[config.mk]
export PLATFORM = sky130hd
export DESIGN_NAME = spis_core
export DESIGN_NICKNAME = d
export VERILOG_FILES = /design/src/rtl/spis_core.sv
export SDC_FILE = /design/constraint.sdc
export NUM_CORES = 1
export LEC_CHECK = 0
export BUFFER_PORTS_ARGS = -buffer_cell sky130_fd_sc_hd__buf_2
export CAP_MARGIN = 20
export CORE_MARGIN = 1.5
export CORE_UTILIZATION = 46
export CTS_CLUSTER_DIAMETER = 60
export DETAILED_ROUTE_END_ITERATION = 8
export PLACE_DENSITY = 0.64
export SYNTH_ARGS = -nofsm -noshare
export SYNTH_HDL_FRONTEND = slang
export SYNTH_SLANG_ARGS = --single-unit
[constraint.sdc]
create_clock -name clk -period 2.45 [get_ports clk]
set_input_delay 0.735 -clock clk [delete_from_list [all_inputs] [get_ports clk]]
set_output_delay 0.735 -clock clk [all_outputs]
set_load 0.02 [all_outputs]
[src/rtl/spis_core.sv]
// spis_core -- SPI target (slave) engine.
//
// Oversamples the asynchronous SPI pins in the clk domain, deserialises MOSI
// into bytes and serialises TX bytes onto MISO, MSB first, in any of the four
// clock modes.
//
// Ports:
//   clk, rst        system clock, synchronous active-high reset
//   ckmod[1:0]      {CPOL, CPHA}; latched when a frame starts
//   spi_sck         serial clock from the master (asynchronous)
//   spi_ss_n        target select, active low (asynchronous)
//   spi_mosi        serial data from the master
//   spi_miso        serial data to the master (idles high)
//   spi_miso_oe     MISO output enable, high while a frame is active
//   rx_valid        one-cycle pulse: rx_byte holds a newly completed byte
//   rx_byte[7:0]    last completed received byte
//   tx_valid        tx_byte offered
//   tx_byte[7:0]    next byte to transmit
//   tx_ready        TX holding register empty
//   frame_start     one-cycle pulse on the synchronised SS_N fall
//   frame_end       one-cycle pulse on the synchronised SS_N rise
//   busy            high while a frame is active
//   underrun        one-cycle pulse when IDLE_BYTE replaces missing TX data
module spis_core #(
   parameter int unsigned SYNC_STAGES = 2,
   parameter logic [7:0]  IDLE_BYTE   = 8'hFF
) (
   input  logic       clk,
   input  logic       rst,
   input  logic [1:0] ckmod,
   input  logic       spi_sck,
   input  logic       spi_ss_n,
   input  logic       spi_mosi,
   output logic       spi_miso,
   output logic       spi_miso_oe,
   output logic       rx_valid,
   output logic [7:0] rx_byte,
   input  logic       tx_valid,
   input  logic [7:0] tx_byte,
   output logic       tx_ready,
   output logic       frame_start,
   output logic       frame_end,
   output logic       busy,
   output logic       underrun
);

   typedef enum logic {IDLE = 1'b0, ACTIVE = 1'b1} state_t;

   // Synchronisers plus one extra registered copy for edge detection.
   // They reset to 0 so that SS_N held low across reset never looks like a
   // falling edge: the master has to deselect and reselect first.
   logic [SYNC_STAGES-1:0] sck_sync_q, ss_sync_q, mosi_sync_q;
   logic                   sck_prev_q, ss_prev_q;

   state_t     state_q, state_d;
   logic [1:0] mode_q, mode_d;
   logic [2:0] cnt_q, cnt_d;
   logic       first_q, first_d;       // no shift edge seen yet in this frame
   logic [7:0] rx_shift_q, rx_shift_d;
   logic [7:0] rx_byte_q, rx_byte_d;
   logic       rx_done_q, rx_done_d;
   logic       rx_valid_q, rx_valid_d;
   logic [7:0] tx_shift_q, tx_shift_d;
   logic [7:0] hold_q, hold_d;
   logic       full_q, full_d;
   logic       oe_q, oe_d;
   logic       fs_q, fs_d;
   logic       fe_q, fe_d;
   logic       ur_q, ur_d;

   logic sck_s, ss_s, mosi_s;
   logic sck_edge, ss_fall, ss_rise;
   logic leading, trailing, sample_edge, shift_edge;
   logic load_evt;

   assign sck_s  = sck_sync_q[SYNC_STAGES-1];
   assign ss_s   = ss_sync_q[SYNC_STAGES-1];
   assign mosi_s = mosi_sync_q[SYNC_STAGES-1];

   assign sck_edge = sck_s ^ sck_prev_q;
   assign ss_fall  = ss_prev_q & ~ss_s;
   assign ss_rise  = ~ss_prev_q & ss_s;

   // Leading edge moves SCK away from its idle level CPOL.
   assign leading     = sck_edge & (sck_s != mode_q[1]);
   assign trailing    = sck_edge & (sck_s == mode_q[1]);
   assign sample_edge = mode_q[0] ? trailing : leading;
   assign shift_edge  = mode_q[0] ? leading  : trailing;

   always_comb begin
      state_d    = state_q;
      mode_d     = mode_q;
      cnt_d      = cnt_q;
      first_d    = first_q;
      rx_shift_d = rx_shift_q;
      rx_byte_d  = rx_byte_q;
      rx_done_d  = 1'b0;
      rx_valid_d = rx_done_q;
      tx_shift_d = tx_shift_q;
      hold_d     = hold_q;
      full_d     = full_q;
      oe_d       = oe_q;
      fs_d       = 1'b0;
      fe_d       = 1'b0;
      ur_d       = 1'b0;
      load_evt   = 1'b0;

      if (tx_valid && !full_q) begin
         hold_d = tx_byte;
         full_d = 1'b1;
      end

      case (state_q)
         IDLE: begin
            if (ss_fall) begin
               state_d  = ACTIVE;
               fs_d     = 1'b1;
               mode_d   = ckmod;
               cnt_d    = 3'd0;
               first_d  = 1'b1;
               oe_d     = 1'b1;
               load_evt = 1'b1;
            end
         end
         ACTIVE: begin
            if (ss_rise) begin
               // Deselect wins over any coincident SCK edge; a partial byte
               // is simply dropped.
               state_d = IDLE;
               fe_d    = 1'b1;
               oe_d    = 1'b0;
               cnt_d   = 3'd0;
            end else if (sample_edge) begin
               rx_shift_d = {rx_shift_q[6:0], mosi_s};
               cnt_d      = cnt_q + 3'd1;
               if (cnt_q == 3'd7) begin
                  rx_byte_d = {rx_shift_q[6:0], mosi_s};
                  rx_done_d = 1'b1;
               end
            end else if (shift_edge) begin
               first_d = 1'b0;
               // A shift edge at count 0 follows a completed byte, except the
               // very first CPHA=1 leading edge, where bit 7 is already out.
               if (cnt_q == 3'd0) begin
                  load_evt = !first_q;
               end else begin
                  tx_shift_d = {tx_shift_q[6:0], 1'b0};
               end
            end
         end
         default: state_d = IDLE;
      endcase

      // A byte accepted in this very cycle is not yet visible to the load.
      if (load_evt) begin
         if (full_q) begin
            tx_shift_d = hold_q;
            full_d     = 1'b0;
         end else begin
            tx_shift_d = IDLE_BYTE;
            ur_d       = 1'b1;
         end
      end
   end

   always_ff @(posedge clk) begin
      if (rst) begin
         sck_sync_q  <= '0;
         ss_sync_q   <= '0;
         mosi_sync_q <= '0;
         sck_prev_q  <= 1'b0;
         ss_prev_q   <= 1'b0;
         state_q     <= IDLE;
         mode_q      <= 2'b00;
         cnt_q       <= 3'd0;
         first_q     <= 1'b0;
         rx_shift_q  <= 8'h00;
         rx_byte_q   <= 8'h00;
         rx_done_q   <= 1'b0;
         rx_valid_q  <= 1'b0;
         tx_shift_q  <= IDLE_BYTE;
         hold_q      <= 8'h00;
         full_q      <= 1'b0;
         oe_q        <= 1'b0;
         fs_q        <= 1'b0;
         fe_q        <= 1'b0;
         ur_q        <= 1'b0;
      end else begin
         sck_sync_q  <= {sck_sync_q[SYNC_STAGES-2:0], spi_sck};
         ss_sync_q   <= {ss_sync_q[SYNC_STAGES-2:0], spi_ss_n};
         mosi_sync_q <= {mosi_sync_q[SYNC_STAGES-2:0], spi_mosi};
         sck_prev_q  <= sck_s;
         ss_prev_q   <= ss_s;
         state_q     <= state_d;
         mode_q      <= mode_d;
         cnt_q       <= cnt_d;
         first_q     <= first_d;
         rx_shift_q  <= rx_shift_d;
         rx_byte_q   <= rx_byte_d;
         rx_done_q   <= rx_done_d;
         rx_valid_q  <= rx_valid_d;
         tx_shift_q  <= tx_shift_d;
         hold_q      <= hold_d;
         full_q      <= full_d;
         oe_q        <= oe_d;
         fs_q        <= fs_d;
         fe_q        <= fe_d;
         ur_q        <= ur_d;
      end
   end

   assign spi_miso    = oe_q ? tx_shift_q[7] : 1'b1;
   assign spi_miso_oe = oe_q;
   assign rx_valid    = rx_valid_q;
   assign rx_byte     = rx_byte_q;
   assign tx_ready    = ~full_q;
   assign frame_start = fs_q;
   assign frame_end   = fe_q;
   assign busy        = (state_q == ACTIVE);
   assign underrun    = ur_q;

endmodule

==> impl_metrics.ini, run 1 <==
[placement]
place.gp.congestion = 0.7515
place_area_um2 = 2268
dp_hpwl_mm = 2.469
port-buffer-count = 31

[synth]
syn_area_per_cell_um2 = 9.231
synth_top_cell_by_area = dfxtp_1
synth_nets = 244
synthCells = 225
ys_seq_elements = 53
yosys.area.top_type_share = 0.5108
yosysSeqAreaShare = 0.5108
synth.area.top_cells = dfxtp_1, nand2_1, mux2i_1
yosys_warnings = 0
synth_area_um2 = 2077
synth_cell_types = 33

[clock_network]
clock_path_buffers = 2
cts_buffers = 5
h-tree-depth = 2
cts_setup_buffers = 0
clkTransAtPathRegs_ns = 0.09
clk_latency_ns = 0.30
cts_hold_buf = 0
clkSinkCount = 53
ctsResizeCount = 0
cts_tree = done
root_buffer = clkbuf_8

[finish]
stdcell_area_um2 = 2385
fillers = 390
drive_gt1_frac = 0.1907
area_growth_pct = 14.82
antenna_cells = 0
nets = 275

[floorplan]
rows = 24
initial_core_util = 0.4770
fp.dieH_um = 70.20
dieArea_um2 = 4927
fp.dieW_um = 70.20
core_um2 = 4354
top_level_ports = 32

[critical_path]
rrSetupSlack_ns = 0.39
start_kind = register
arrival_ns = 2.25
crit_required_ns = 2.64
criticalPathCategory = reg -> reg
reg2reg_depth = 5
cp-end-kind = register
crit_fanout = 16

[sta]
fin_setup_tns_ns = 0
fin_crit_ns = 2.055
clock_skew_ns = 0.005216
slew_headroom = 0.6392
min_period_over_period = 0.8389
finalMaxSlewViolations = 0
tightest_slew_ns = 0.5412
hold_viol = 0
rsz0062_at_grt = no
fmax_ghz = 0.4866
finalSetupViolCount = 0

[detailed_routing]
drt_iter0_markers = 70
drtAntennaViolNets = 0
drt-pass1-iter-count = 4
wirelength_mm = 3.615
vias = 1545
viasPerCell = 5.000
wl_per_cell_um = 11.70
drc_errors = 0

[global_route]
grt_use_total = 0.1578
grt_max_degree = 31
overflow = 0
antenna_found_initial = 0
grt_pass1_vias = 1332
grt_pass1_wl_mm = 6.134

[power_and_ir_drop]
p_seq_frac = 0.559
pwr-share-comb = 0.066
p_int_mw = 1.264
cellLeakagePower_nw = 0.9508
total_power_mw = 1.616
clkPwrFrac = 0.376
p_sw_uw = 352.2
peakVddDrop_mv = 0.4064
swShare = 0.2180
p_per_area_nw_per_um2 = 677.5

[status]
status = complete, no violations

[run]
drv_cap = 0

[worst_hold_path]
worstHoldPathCells = 1
min-delay-path-class = reg -> reg
-- cells in the mapped netlist --
master and n:
dfxtp_1 53, nand2_1 30, nor2_1 28, a21oi_1 19, nor2b_1 12, mux2i_1 11, nand3_1 9, nor3b_1 8
a31oi_1 7, clkbuf_1 7, o31ai_1 6, or2b_1 4, buf_6 3, ha_1 3, inv_1 3, nand2b_1 3
a22oi_1 2, buf_2 2, a221o_1 1, a32o_1 1, and2_0 1, and2_1 1, and2_4 1, and3_4 1
and3b_1 1, buf_1 1, clkinv_1 1, mux2i_2 1, o21ai_0 1, o21ai_1 1, o22ai_1 1, o311ai_4 1
xor2_2 1
-- registers in the layout, summed over array words and instances, names as in the netlist, 2 cells and up --
signal       count
cnt_q            3
sck_sync_q       2
rx_byte          8
hold_q           8
mosi_sync_q      2
ss_sync_q        2
rx_shift_q       7
mode_q           2
tx_shift_q       8
-- logic make-up after synthesis --
logic type | count (synthesis) | synth area share
xor+xnor | 1 | 0.007833
simple gates | 99 | 0.2349
buf+inv | 17 | 0.04277
compound gates | 40 | 0.1259
flops | 53 | 0.5108
fa+ha+maj | 3 | 0.01807
mux | 12 | 0.05964
-- path summary, 6_finish.rpt --
| kind | startpoint | end |
|---|---|---|
| setup / recovery | mode_q[0] | tx_shift_q[7] |
| hold / removal | rx_done_q | rx_valid |
| setup reg to reg | mode_q[0] | tx_shift_q[7] |
| hold reg to reg | rx_done_q | rx_valid |
-- cell type report --
class	count	area, µm²	area share
repair buffers	37	200.2	0.08395
flip-flops and latches	53	1061	0.4449
clock buffers	7	86.33	0.03620
inverters	4	15.01	0.006296
well taps	52	65.06	0.02728
clock inverters	1	30.03	0.01259
multi-input cells	155	927.1	0.3888
-- per-layer routing --
metal,routed length (µm),share of wire,GRT usage,up-vias
li1,-,-,-,818
met1,1941,0.54,0.2229,694
met2,1463,0.40,0.2212,26
met3,137,0.038,0.04762,7
met4,73,0.020,0.07051,0
met5,0,0,0,-
-- layout by cell type (no fill, tap or decap), types with 2 or more instances in the layout --
cell | Yosys | layout
a21oi_1 | 19 | 19
a22oi_1 | 2 | 2
a31oi_1 | 7 | 7
buf_2 | 2 | 31
buf_4 | 0 | 6
clkbuf_8 | 0 | 6
dfxtp_1 | 53 | 53
ha_1 | 3 | 3
inv_1 | 3 | 3
mux2i_1 | 11 | 11
nand2_1 | 30 | 30
nand2b_1 | 3 | 3
nand3_1 | 9 | 9
nor2_1 | 28 | 28
nor2b_1 | 12 | 12
nor3b_1 | 8 | 8
o31ai_1 | 6 | 6
or2b_1 | 4 | 4
-- metrics by stage --
| step | worst slack, ns | std cells | util | hold WS [ns] |
|---|---|---|---|---|
| 2_1_floorplan | 0.6219 | 225 | - | 0.4055 |
| 3_3_place_gp | 0.5259 | 301 | 0.5210 | 0.4152 |
| 3_5_place_dp | 0.4400 | 301 | 0.5210 | 0.4266 |
| 4_1_cts | 0.3965 | 309 | 0.5477 | 0.4487 |
| 5_1_grt | 0.2773 | 309 | 0.5477 | 0.4572 |
| 6_report | 0.3948 | 309 | 0.5477 | 0.4427 |
-- critical path, cell delays in order, from the launching register on --
cell and delay [ns]:
dfxtp_1 0.38, xor2_2 0.25, mux2i_2 0.35, a32o_1 0.55, nor3b_1 0.32, o31ai_1 0.09
-- power by group through the flow --
stage	Sequential (mW)	Clock (mW)	Combinational [mW]
3_3_place_gp	0.923	0	0.107
2_1_floorplan	0.921	0	0.0762
5_1_grt	0.907	0.657	0.119
4_1_cts	0.903	0.623	0.108
3_5_place_dp	0.923	0	0.108
6_report	0.903	0.607	0.106
(Power assumes the default switching activity.)
==> run 2, diff against run 1 <==
==> constraint.sdc (replaced) <==
create_clock -name clk -period 1.9 [get_ports clk]
set_input_delay 0.57 -clock clk [delete_from_list [all_inputs] [get_ports clk]]
set_output_delay 0.57 -clock clk [all_outputs]
set_load 0.02 [all_outputs]
==> run 2 against run 1 <==
Flip-flop and latch count unchanged. Clock skew up 0.0021 ns. Power increased by 22%. Utilization up 1.2 points. Critical path type unchanged. Largest cell class unchanged.
==> impl_metrics.ini, run 2 (synthesis gave the netlist of run 1 again) <==
[status]
status = complete, no violations

[global_route]
grt_max_degree = 25
overflow = 0
grt_use_total = 0.1590
antenna_found_initial = 0
grt_pass1_wl_mm = 6.306
grt_pass1_vias = 1347

[sta]
fin_setup_tns_ns = 0
finalWorstSetupSlack_ns = 0.1004
finalSetupViolCount = 0
finalMaxSlewViolations = 0
whs_ns = 0.4463
tightest_slew_ns = 0.5201
clock_skew_ns = 0.007268
fin_crit_ns = 1.800
hold_viol = 0
slew_headroom = 0.6526
min_period_over_period = 0.9472
rsz0062_at_grt = no
fmax_ghz = 0.5557

[finish]
final_common_cell = dfxtp_1
drive_gt1_frac = 0.2205
final_cell_mix = dfxtp_1, buf_2, nand2_1
antenna_cells = 0
area_growth_pct = 17.29
fillers = 388
nets = 281

[power_and_ir_drop]
pwr-share-comb = 0.077
swShare = 0.2507
cellLeakagePower_nw = 0.9851
p_sw_uw = 494.7
p_per_area_nw_per_um2 = 810.0
p_seq_frac = 0.589
clkPwrFrac = 0.334
total_power_mw = 1.973
peakVddDrop_mv = 0.5448
p_int_mw = 1.479

[run]
drv_cap = 0

[critical_path]
cp-end-kind = register
start_kind = register
arrival_ns = 2.00
crit_chain = xor2_2 > mux2i_2 > buf_4 > o311ai_4 > and2_4 > a221o_1
cpPeakStageDelay_ns = 0.38
slowest_stage = dfxtp_1
cpLargestDelayFamily = compound AO/OA/AOI/OAI gates
cp_num_buf_inv = 1
crit_fanout = 8
criticalPathCategory = reg -> reg
crit_required_ns = 2.10

[floorplan]
initial_core_util = 0.4770
top_level_ports = 32
fp.dieH_um = 70.20
dieArea_um2 = 4927
core_um2 = 4354
rows = 24
fp.dieW_um = 70.20

[placement]
dp_hpwl_mm = 2.501
port-buffer-count = 31
place.gp.congestion = 0.7019
post-place-ws_ns = -0.01188

[detailed_routing]
drt-pass1-iter-count = 4
vias = 1613
wirelength_mm = 3.788
drt_iter0_markers = 119
drc_errors = 0
viasPerCell = 5.121
drtAntennaViolNets = 0
wl_per_cell_um = 12.03

[clock_network]
clkTransAtPathRegs_ns = 0.10
root_buffer = clkbuf_8
clock_path_buffers = 2
cts_tree = done
clkSinkCount = 53
cts_buffers = 5
clk_latency_ns = 0.31
h-tree-depth = 2

[worst_hold_path]
min-delay-path-class = reg -> reg
==> run 2: changes by cell type in the layout (fill, tap and decap cells not counted) <==
cell       before  now
a32o_2          0    1
buf_12          0    2
inv_6           0    1
dfxtp_2         0    1
clkbuf_8        6    5
bufinv_16       1    0
dfxtp_1        53   52
buf_4           6   10
clkinv_4        0    2
clkbuf_1        1    0
a32o_1          1    0
==> run 2: final cells by class <==
cell class | count | area, µm² | share of cell area
clock buffers | 5 | 68.82 | 0.02825
clock inverters | 3 | 26.28 | 0.01079
inverters | 4 | 15.01 | 0.006163
multi-input cells | 155 | 928.4 | 0.3811
flip-flops and latches | 53 | 1062 | 0.4361
well taps | 52 | 65.06 | 0.02671
repair buffers | 43 | 270.3 | 0.1109
==> run 2: layer usage <==
layer,vias up,global-route usage,share of wire
met1,733,0.2461,0.52
met2,45,0.2116,0.41
met3,5,0.04762,0.053
met5,-,0,0
li1,830,-,-
met4,0,0.04487,0.011
==> run 2: power by group through the flow <==
| stage | clock network, mW | registers (mW) | logic [mW] |
|---|---|---|---|
| finish | 0.659 | 1.16 | 0.151 |
| global route | 0.730 | 1.17 | 0.170 |
| CTS | 0.681 | 1.16 | 0.151 |
| detailed placement | 0 | 1.19 | 0.150 |
| global placement | 0 | 1.19 | 0.150 |
| floorplan | 0 | 1.19 | 0.0982 |
==> run 2: final timing paths <==
kind,startpoint,to,slack [ns],cells after the start
hold / removal,mosi_sync_q[0],mosi_sync_q[1],0.45,1
setup / recovery,mode_q[0],tx_shift_q[0],0.10,6
setup reg to reg,mode_q[0],tx_shift_q[0],0.10,6
hold reg to reg,mosi_sync_q[0],mosi_sync_q[1],0.45,1
==> run 2: timing repair <==
action,CTS,global route
setup endpoints to repair,3,5
pin swaps,0,2
setup buffers,0,1
hold buffers,0,0
gates resized for setup,1,1
==> run 2: per-stage QoR <==
step,instances,utilization,area (µm²)
2_1_floorplan,225,-,2077
3_3_place_gp,306,0.5353,2331
3_5_place_dp,306,0.5353,2331
4_1_cts,314,0.5575,2427
5_1_grt,315,0.5595,2436
6_report,315,0.5595,2436
